==> config.mk <==
export PLATFORM = sky130hd
export DESIGN_NAME = mem_req_arbiter
export DESIGN_NICKNAME = d
export VERILOG_FILES = /design/src/rtl/mem_arb_pkg.sv /design/src/rtl/mem_req_arbiter_rr_pick3.sv /design/src/rtl/mem_req_arbiter.sv
export SDC_FILE = /design/constraint.sdc
export NUM_CORES = 1
export LEC_CHECK = 0
export BUFFER_PORTS_ARGS = -buffer_cell sky130_fd_sc_hd__buf_2
export CAP_MARGIN = 20
export CORE_AREA = 4 4 144 118
export CTS_BUF_LIST = sky130_fd_sc_hd__clkbuf_4 sky130_fd_sc_hd__clkbuf_8
export DETAILED_ROUTE_END_ITERATION = 8
export DIE_AREA = 0 0 148 122
export PLACE_DENSITY_LB_ADDON = 0.15
export SLEW_MARGIN = 25
export SYNTH_ARGS = -nofsm -noshare
export SYNTH_HDL_FRONTEND = slang
export SYNTH_SLANG_ARGS = --single-unit
export TNS_END_PERCENT = 50
==> constraint.sdc <==
create_clock -name Sys_clk -period 3.9 [get_ports Sys_clk]
set_input_delay 0.78 -clock Sys_clk [delete_from_list [all_inputs] [get_ports Sys_clk]]
set_output_delay 0.78 -clock Sys_clk [all_outputs]
set_load 0.01 [all_outputs]
==> src/rtl/mem_arb_pkg.sv <==
// Shared types and constants for the memory request arbiter.
package mem_arb_pkg;

  typedef enum logic [1:0] {
    IDLE = 2'd0,
    BUSY = 2'd1,
    GAP  = 2'd2
  } state_e;

  typedef enum logic [1:0] {
    REQ_IC = 2'd0,
    REQ_LD = 2'd1,
    REQ_ST = 2'd2
  } req_id_e;

  // Width codes are "byte count minus one".
  localparam logic [2:0] W_BYTE = 3'd0;
  localparam logic [2:0] W_HALF = 3'd1;
  localparam logic [2:0] W_WORD = 3'd3;

  localparam logic [31:0] UART_DATA_ADDR = 32'h0003_0000;
  localparam logic [31:0] UART_STAT_ADDR = 32'h0003_0004;

  // Mask selecting the low bytes that a read of the given width returns.
  function automatic logic [31:0] width_mask(input logic [2:0] w);
    logic [31:0] m;
    case (w)
      W_BYTE:  m = 32'h0000_00FF;
      W_HALF:  m = 32'h0000_FFFF;
      3'd2:    m = 32'h00FF_FFFF;
      default: m = 32'hFFFF_FFFF;
    endcase
    return m;
  endfunction

endpackage

==> src/rtl/mem_req_arbiter_rr_pick3.sv <==
// Combinational 3-way round-robin picker: search starts just after last_i.
module rr_pick3
  import mem_arb_pkg::*;
(
  input  logic    [2:0] eligible_i,  // bit0 IC, bit1 LD, bit2 ST
  input  req_id_e       last_i,
  output logic          valid_o,
  output req_id_e       id_o
);

  // Rotate priority so the most recently granted requester is checked last.
  always_comb begin
    valid_o = |eligible_i;
    id_o    = REQ_IC;
    case (last_i)
      REQ_IC: begin
        if      (eligible_i[1]) id_o = REQ_LD;
        else if (eligible_i[2]) id_o = REQ_ST;
        else if (eligible_i[0]) id_o = REQ_IC;
      end
      REQ_LD: begin
        if      (eligible_i[2]) id_o = REQ_ST;
        else if (eligible_i[0]) id_o = REQ_IC;
        else if (eligible_i[1]) id_o = REQ_LD;
      end
      default: begin
        if      (eligible_i[0]) id_o = REQ_IC;
        else if (eligible_i[1]) id_o = REQ_LD;
        else if (eligible_i[2]) id_o = REQ_ST;
      end
    endcase
  end

endmodule

==> src/rtl/mem_req_arbiter.sv <==
// Round-robin front end that funnels ICache fills, loads and stores onto the
// single memory-controller port. ICache fills run as two word reads.
//
// Handshake: every requester raises its _en as a level and holds all fields
// stable until it sees its own 1-cycle done pulse, then drops _en on the next
// edge. Towards the controller ARMC_en is a level held with stable fields
// until the matching MCAR_r_en / MCAR_w_en pulse arrives.
module mem_req_arbiter
  import mem_arb_pkg::*;
#(
  parameter int                    ADDR_WIDTH = 32,
  parameter logic [ADDR_WIDTH-1:0] UART_ADDR0 = ADDR_WIDTH'(mem_arb_pkg::UART_DATA_ADDR),
  parameter logic [ADDR_WIDTH-1:0] UART_ADDR1 = ADDR_WIDTH'(mem_arb_pkg::UART_STAT_ADDR)
) (
  input  logic                  Sys_clk,
  input  logic                  Sys_rst_n,
  input  logic                  Sys_rdy,
  input  logic                  io_buffer_full,
  input  logic                  ICAR_en,
  input  logic [ADDR_WIDTH-1:0] ICAR_addr,
  output logic                  ARIC_en,
  output logic [63:0]           ARIC_block,
  input  logic                  LDAR_en,
  input  logic [2:0]            LDAR_width,
  input  logic [ADDR_WIDTH-1:0] LDAR_addr,
  output logic                  ARLD_en,
  output logic [31:0]           ARLD_data,
  input  logic                  STAR_en,
  input  logic [2:0]            STAR_width,
  input  logic [ADDR_WIDTH-1:0] STAR_addr,
  input  logic [31:0]           STAR_data,
  output logic                  ARST_en,
  output logic                  ARMC_en,
  output logic                  ARMC_wr,
  output logic [2:0]            ARMC_width,
  output logic [ADDR_WIDTH-1:0] ARMC_addr,
  output logic [31:0]           ARMC_data,
  input  logic                  MCAR_r_en,
  input  logic                  MCAR_w_en,
  input  logic [31:0]           MCAR_data,
  output logic [1:0]            dbg_state_o
);

  state_e                state_q;
  req_id_e               grant_q;
  req_id_e               last_q;
  logic                  idx_q;
  logic [63:0]           block_q;
  logic                  aric_en_q;
  logic                  arld_en_q;
  logic [31:0]           arld_data_q;
  logic                  arst_en_q;
  logic                  armc_en_q;
  logic                  armc_wr_q;
  logic [2:0]            armc_width_q;
  logic [ADDR_WIDTH-1:0] armc_addr_q;
  logic [31:0]           armc_data_q;

  logic                  st_uart;
  logic [2:0]            eligible;
  logic                  pick_valid;
  req_id_e               pick_id;
  logic                  mc_done_d;

  // A UART store waits while the UART buffer is full; everything else is eligible as raised.
  assign st_uart   = (STAR_addr == UART_ADDR0) || (STAR_addr == UART_ADDR1);
  assign eligible  = {STAR_en && !(io_buffer_full && st_uart), LDAR_en, ICAR_en};
  // Only the done pulse matching the outstanding direction completes a transaction.
  assign mc_done_d = armc_wr_q ? MCAR_w_en : MCAR_r_en;

  rr_pick3 u_pick (
    .eligible_i (eligible),
    .last_i     (last_q),
    .valid_o    (pick_valid),
    .id_o       (pick_id)
  );

  // Main FSM: arbitrate in IDLE, wait for controller done in BUSY, one idle cycle in GAP.
  always_ff @(posedge Sys_clk or negedge Sys_rst_n) begin
    if (!Sys_rst_n) begin
      state_q      <= IDLE;
      grant_q      <= REQ_IC;
      last_q       <= REQ_ST;
      idx_q        <= 1'b0;
      block_q      <= '0;
      aric_en_q    <= 1'b0;
      arld_en_q    <= 1'b0;
      arld_data_q  <= '0;
      arst_en_q    <= 1'b0;
      armc_en_q    <= 1'b0;
      armc_wr_q    <= 1'b0;
      armc_width_q <= '0;
      armc_addr_q  <= '0;
      armc_data_q  <= '0;
    end else if (Sys_rdy) begin
      case (state_q)
        IDLE: begin
          if (pick_valid) begin
            state_q   <= BUSY;
            grant_q   <= pick_id;
            last_q    <= pick_id;
            idx_q     <= 1'b0;
            armc_en_q <= 1'b1;
            case (pick_id)
              REQ_IC: begin
                armc_wr_q    <= 1'b0;
                armc_width_q <= W_WORD;
                armc_addr_q  <= ICAR_addr;
                armc_data_q  <= '0;
              end
              REQ_LD: begin
                armc_wr_q    <= 1'b0;
                armc_width_q <= LDAR_width;
                armc_addr_q  <= LDAR_addr;
                armc_data_q  <= '0;
              end
              default: begin
                armc_wr_q    <= 1'b1;
                armc_width_q <= STAR_width;
                armc_addr_q  <= STAR_addr;
                armc_data_q  <= STAR_data;
              end
            endcase
          end
        end
        BUSY: begin
          if (mc_done_d) begin
            armc_en_q <= 1'b0;
            state_q   <= GAP;
            case (grant_q)
              REQ_IC: begin
                if (!idx_q) begin
                  block_q[31:0] <= MCAR_data;
                  idx_q         <= 1'b1;
                end else begin
                  block_q[63:32] <= MCAR_data;
                  aric_en_q      <= 1'b1;
                end
              end
              REQ_LD: begin
                arld_data_q <= MCAR_data & width_mask(armc_width_q);
                arld_en_q   <= 1'b1;
              end
              default: arst_en_q <= 1'b1;
            endcase
          end
        end
        GAP: begin
          aric_en_q <= 1'b0;
          arld_en_q <= 1'b0;
          arst_en_q <= 1'b0;
          if (grant_q == REQ_IC && idx_q && !aric_en_q) begin
            // Second half of the block: same requester, next word.
            armc_en_q   <= 1'b1;
            armc_addr_q <= ICAR_addr + ADDR_WIDTH'(4);
            state_q     <= BUSY;
          end else begin
            idx_q   <= 1'b0;
            state_q <= IDLE;
          end
        end
        default: state_q <= IDLE;
      endcase
    end
  end

  assign ARIC_en     = aric_en_q;
  assign ARIC_block  = block_q;
  assign ARLD_en     = arld_en_q;
  assign ARLD_data   = arld_data_q;
  assign ARST_en     = arst_en_q;
  assign ARMC_en     = armc_en_q;
  assign ARMC_wr     = armc_wr_q;
  assign ARMC_width  = armc_width_q;
  assign ARMC_addr   = armc_addr_q;
  assign ARMC_data   = armc_data_q;
  assign dbg_state_o = state_q;

endmodule

Word level (Yosys, flattened, before mapping)
Index checks and enable logic that the tools add are counted.

word-level totals
  bits in registers = 175
  input port bits = 175
  output and inout port bits = 170
  logic and storage cells = 107

operators by class
  add/subtract/negate cells = 1
  equality and inequality tests = 17
  mux-type cells = 43
  bitwise logic cells = 2
  reductions and logical operators = 29

operators by type and width
  cell                                                                     count
  32-bit 2-to-1 mux                                                        7
  32-bit one-hot mux with 2 select lines                                   2
  32-bit one-hot mux with 3 select lines                                   1
  32-bit by 18-bit equality test with 1-bit output, second input constant  2
  32-bit by 3-bit adder with 32-bit output, second input constant          1
  32-bit AND                                                               1
  5-bit AND reduction                                                      4
  1-bit 2-to-1 mux                                                         18
  2-bit != test, second input constant                                     8
  4-bit AND reduction                                                      4
  2-bit 2-to-1 mux                                                         7
  2-bit by 1-bit equality test with 1-bit output, second input constant    4
  2-bit logical NOT                                                        4
  1-bit one-hot mux with 2 select lines                                    3
  1-bit one-hot mux with 3 select lines                                    2
  2-bit one-hot mux with 3 select lines                                    1
  3-bit one-hot mux with 2 select lines                                    1
  3-bit AND reduction                                                      2
  6-bit AND reduction                                                      1
  1-bit logical AND                                                        4
  2-bit one-hot mux with 2 select lines                                    1
  2-bit nonzero test                                                       2
  2-bit OR reduction                                                       2
  3-bit by 1-bit equality test with 1-bit output, second input constant    1
  8 further kinds                                                          9

Longest topological paths before layout
  depth in word-level cells = 13
  mapped depth = 9
  depth with buffers taken out = 7

Hierarchy
From an unflattened synthesis, not the netlist that was laid out.

second synthesis, totals
  cells, all modules = 844
  area, all modules = 8366.8 sq um

by module, submodules not included
  module           times used  cells each  area an instance (sq um)  seq. area each (sq um)
  mem_req_arbiter  1           836         8308.0                    4355.4
  rr_pick3         1           8           58.8                      0.0

Least setup slack after synthesis
No wires, ideal clock.

  kind = input-to-reg
  from = input ICAR_addr[2]
  to = register armc_addr_q[30] (netlist: ARMC_addr[30])
  library setup time = 0.099 ns
  data arrival time = 2.456 ns
  data required time = 3.801 ns
  setup slack = 1.345 ns
  cell stages on the path = 8
  buffers on the path = 1
  path through = ha_1 > nand3_2 > or4_1 > buf_6 > nor3_4 > nand4_1 > xor2_1 > a311oi_1

between the ends
  cells in the longest elaborated chain, start to end = 3

RTL lines
  what                                      line                    source
  start: declaration                        mem_req_arbiter.sv:20   input logic [ADDR_WIDTH-1:0] ICAR_addr,
  32-bit by 3-bit adder with 32-bit output  mem_req_arbiter.sv:155  armc_addr_q <= ICAR_addr + ADDR_WIDTH'(4);
  32-bit 2-to-1 mux                         mem_req_arbiter.sv:152  if (grant_q == REQ_IC && idx_q && !aric_en_q) begin
  32-bit one-hot mux with 2 select lines    mem_req_arbiter.sv:96   case (state_q)
  end signal: assignment                    mem_req_arbiter.sv:108  armc_addr_q <= ICAR_addr;
  end signal: assignment                    mem_req_arbiter.sv:114  armc_addr_q <= LDAR_addr;
  end signal: assignment                    mem_req_arbiter.sv:155
  end: declaration                          mem_req_arbiter.sv:56   logic [ADDR_WIDTH-1:0] armc_addr_q;

Every way passes these cells. The select of a mux whose other input is x is not followed.
A chain may end at the register's enable or synchronous reset.

Final worst setup path
  from = input STAR_addr[26]
  to = register armc_addr_q[28] (netlist: ARMC_addr[28])

between the ends
  cells in the longest elaborated chain, start to end = 13
  elaborated cells between the ends (all ways) = 19
  those cells by class = 4 x eq/ne; 8 x mux; 7 x reduce/logical

RTL lines
  what                                                                                 line                            source
  start: declaration                                                                   mem_req_arbiter.sv:30           input logic [ADDR_WIDTH-1:0] STAR_addr,
  32-bit by 18-bit equality test with 1-bit output                                     mem_req_arbiter.sv:66           assign st_uart = (STAR_addr == UART_ADDR0) || (STAR_addr == UART_ADDR1);
  1-bit logical OR (*)                                                                 mem_req_arbiter.sv:66
  1-bit logical AND (*)                                                                mem_req_arbiter.sv:67           assign eligible = {STAR_en && !(io_buffer_full && st_uart), LDAR_en, ICAR_en};
  1-bit logical NOT (*)                                                                mem_req_arbiter.sv:67
  1-bit logical AND (*)                                                                mem_req_arbiter.sv:67
  2-bit 2-to-1 mux                                                                     mem_req_arbiter_rr_pick3.sv:29  else if (eligible_i[2]) id_o = REQ_ST;
  2-bit 2-to-1 mux                                                                     mem_req_arbiter_rr_pick3.sv:17  if (eligible_i[1]) id_o = REQ_LD;
  2-bit 2-to-1 mux                                                                     mem_req_arbiter_rr_pick3.sv:27  if (eligible_i[0]) id_o = REQ_IC;
  2-bit one-hot mux with 2 select lines                                                mem_req_arbiter_rr_pick3.sv:15  case (last_i)
  2-bit by 1-bit equality test with 1-bit output or 2-bit logical NOT (tied branches)  mem_req_arbiter.sv:104          case (pick_id)
  32-bit one-hot mux with 2 select lines                                               mem_req_arbiter.sv:104
  32-bit 2-to-1 mux                                                                    mem_req_arbiter.sv:98           if (pick_valid) begin
  32-bit one-hot mux with 2 select lines                                               mem_req_arbiter.sv:96
  end signal: assignment                                                               mem_req_arbiter.sv:108
  end signal: assignment                                                               mem_req_arbiter.sv:114
  end signal: assignment                                                               mem_req_arbiter.sv:120          armc_addr_q <= STAR_addr;

Every way passes the cells marked *; elsewhere a longest branch is shown, timed or not. The select of a mux whose other input is x is not followed.

==> results_dict.tcl <==
set metrics [dict create \
    status "finished clean" \
    rsz0062_at_grt "false" \
    crit_chain "buf_2 > nor4b_1 > and4_1 > a21oi_4 > buf_4 > a21o_1 > a221oi_1 > o21ai_0" \
    min_path_type "input pin to async pin" \
    initial_core_util_pct 51.79 \
    swShare_pct 39.13 \
    tightest_slew_ns 0.8979 \
    vias_per_cell 5.440 \
    fin_area_um2 10420 \
    core_area_um2 15600 \
    dieWidth_um 148 \
    syn_area_per_cell_um2 10.11 \
    first_pass_iters 5 \
    syn_nets 975 \
    switchingPower_mw 2.890 \
    ys_ff_latch 174 \
    p_seq_share_pct 41.2 \
    clock_skew_ns 0.01598 \
    clockBufferDepth 2 \
    yosys_warnings 0 \
    synth_flop_cell "dfrtp_1" \
    worst-path-buf-inv 2 \
    fin_tns_setup_ns 0 \
    gp_congestion 0.8488 \
    grt_max_degree 92 \
    worstSetupPathType "input pin to flip-flop" \
    critical-path-slowest-cell "nor4b_1" \
    internal-power_mw 4.496 \
    place_inst 1317 \
    relSlewSlack_pct 40.00 \
    htreeDepth 4 \
    final_common_cell "buf_2" \
    dpl_cell_area_um2 9990 \
    antenna_found_initial 1 \
    ioPinCount 345 \
    clkPwrFrac_pct 18.1 \
    maxCapViolCount 0 \
    clkSinkCount 174 \
    hpwlAfterDp_mm 17.87 \
    leakage_nw 5.515 \
    syn_area_um2 8076 \
    cp_max_fo 33 \
    synth-edff-count 0 \
    ys_seq_area_share_pct 53.93 \
    crit_required_ns 4.23 \
    antenna_left 0 \
    vias 7344 \
    comb_power_share_pct 40.6 \
    min_period_over_period_pct 66.51 \
    cts-resized-gates 0 \
    io_buffers 344 \
    timing.fmax_ghz 0.3855 \
    yosys.area.top_type "dfrtp_1" \
    area_growth_pct 28.95 \
    drt_wl_total_mm 24.25 \
    clkLatencyLatePin_ns 0.46 \
    async_flop_share_pct 100.0 \
    numCtsBuffers 17 \
    drive_gt1_share_pct 41.71 \
    cp-end-kind "flip-flop" \
    core.rowCount 41 \
    min_period_ns 2.594 \
    start_kind "input pin" \
    synth_area_leaders "dfrtp_1 (54%), mux2_2 (9.1%), nand2_1 (8.7%)" \
    crit_arrival_ns 2.92 \
    synthesis.instances 799 \
    die_height_um 122 \
    cp_top_family "simple AND/OR/NAND/NOR gates" \
    finalHoldViolations 0 \
    track_usage_pct 26.42 \
    drc 0 \
    clk_pin_slew_ns 0.10 \
    most-common-layout-cells "buf_2 (343), nand2_1 (187), dfrtp_1 (173)" \
    drtIter0Drc 527 \
    vdd.ir_drop.worst_mv 0.3790 \
    grt_first_pass_wirelength_mm 37.83 \
    wl_per_cell_um 17.96 \
    cts_tree "done" \
    postCtsSetupRepairBufs 0 \
    maxSlewViolCount 0 \
    grt_pass1_vias 7174 \
    ctsHoldBuffers 0 \
    die_area_um2 18060 \
    globalRouteOverflowTotal 0 \
    setup_viol 0 \
    cts-root-buf "clkbuf_8" \
    nNetsFinal 1297 \
    yosys.area.top_type_share_pct 53.60 \
    ys_types 59 \
    critPathMaxStageDelay_ns 0.45 \
    p_per_area_nw_per_um2 709.2 \
    stdcell_count 1350 \
]
[flip-flops by register name, summed over array words and instances, names as in the netlist]
register,count
dbg_state_o,2
ARLD_data,32
ARMC_wr,1
grant_q,2
ARIC_block,64
ARMC_en,1
last_q,1
ARLD_en,1
idx_q,1
ARMC_data,32
ARMC_width,3
ARIC_en,1
ARST_en,1
ARMC_addr,32
[power groups by stage]
| stage | Clock [mW] | Combinational (mW) | Sequential (mW) |
|---|---|---|---|
| 6_report | 1.34 | 3.00 | 3.05 |
| 5_1_grt | 1.45 | 3.31 | 3.15 |
| 4_1_cts | 1.37 | 3.04 | 3.05 |
| 3_5_place_dp | 0 | 3.03 | 3.07 |
| 3_3_place_gp | 0 | 2.97 | 3.04 |
| 2_1_floorplan | 0 | 1.29 | 3.40 |
[path summary, 6_finish.rpt]
kind	start	endpoint	slack, ns	cells after the start
min in group Sys_clk	ARLD_data[21]	ARLD_data[21]	0.47	2
worst min-delay path	Sys_rst_n	ARMC_addr[11]	0.38	1
worst min register to register	ARLD_data[21]	ARLD_data[21]	0.47	2
worst max-delay path	STAR_addr[26]	ARMC_addr[28]	1.31	8
max in group asynchronous	Sys_rst_n	ARIC_block[63]	2.56	2
worst max register to register	grant_q[0]	ARMC_addr[28]	1.37	7
[kinds of logic after synthesis]
kind of cell | Yosys count | synth area share (%)
fa+ha+maj | 1 | 0.1549
mux | 65 | 9.063
xor+xnor | 26 | 2.820
compound gates | 179 | 14.50
buf+inv | 62 | 3.253
flops | 174 | 53.93
simple gates | 292 | 16.28
[metrics by stage]
step	hold WS, ns	util (%)	setup WS, ns	power, mW
6_report	0.3782	66.78	1.306	7.386
5_1_grt	0.4263	66.78	1.144	7.919
4_1_cts	0.3908	66.74	1.359	7.455
3_5_place_dp	0.4504	64.06	0.8684	6.106
3_3_place_gp	0.4443	64.06	0.8560	6.014
2_1_floorplan	0.4844	-	1.345	4.688
[routing by layer]
| metal | GRT usage [%] | vias up | share of wire (%) |
|---|---|---|---|
| met2 | 43.06 | 309 | 48 |
| met1 | 34.38 | 3515 | 41 |
| li1 | - | 3470 | - |
| met4 | 10.44 | 0 | 2.9 |
| met5 | 0 | - | 0 |
| met3 | 6.396 | 50 | 8.1 |
[synthesized netlist by cell type, drive strengths merged (2+ instances only)]
cell type  count
a22o           2
nor4b          2
a22oi          3
a221oi        24
xnor2          8
nor2b          3
inv            6
a21o          24
nand2b         4
a221o          2
o22ai          8
nand4          6
nor4          12
and4           3
a222oi         5
mux2          65
xor2          18
a211oi         5
or2            2
nand3         29
nor2          20
or4            2
dfrtp        173
nor3          13
buf           16
nand2        187
nor3b          3
a21oi         10
a21boi         2
o211ai         4
a31oi          2
o21ai         80
clkbuf        40
[area by class of cell]
cell class	count	area, um^2
inverter	6	22.52
clock inverter	13	162.7
fill	1322	5180
sequential	174	4355
timing repair buffer	359	1853
clock buffer	19	255.2
multi-input combinational	563	3495
antenna	1	2.502
tap	215	269.0
(Power assumes the default switching activity.)
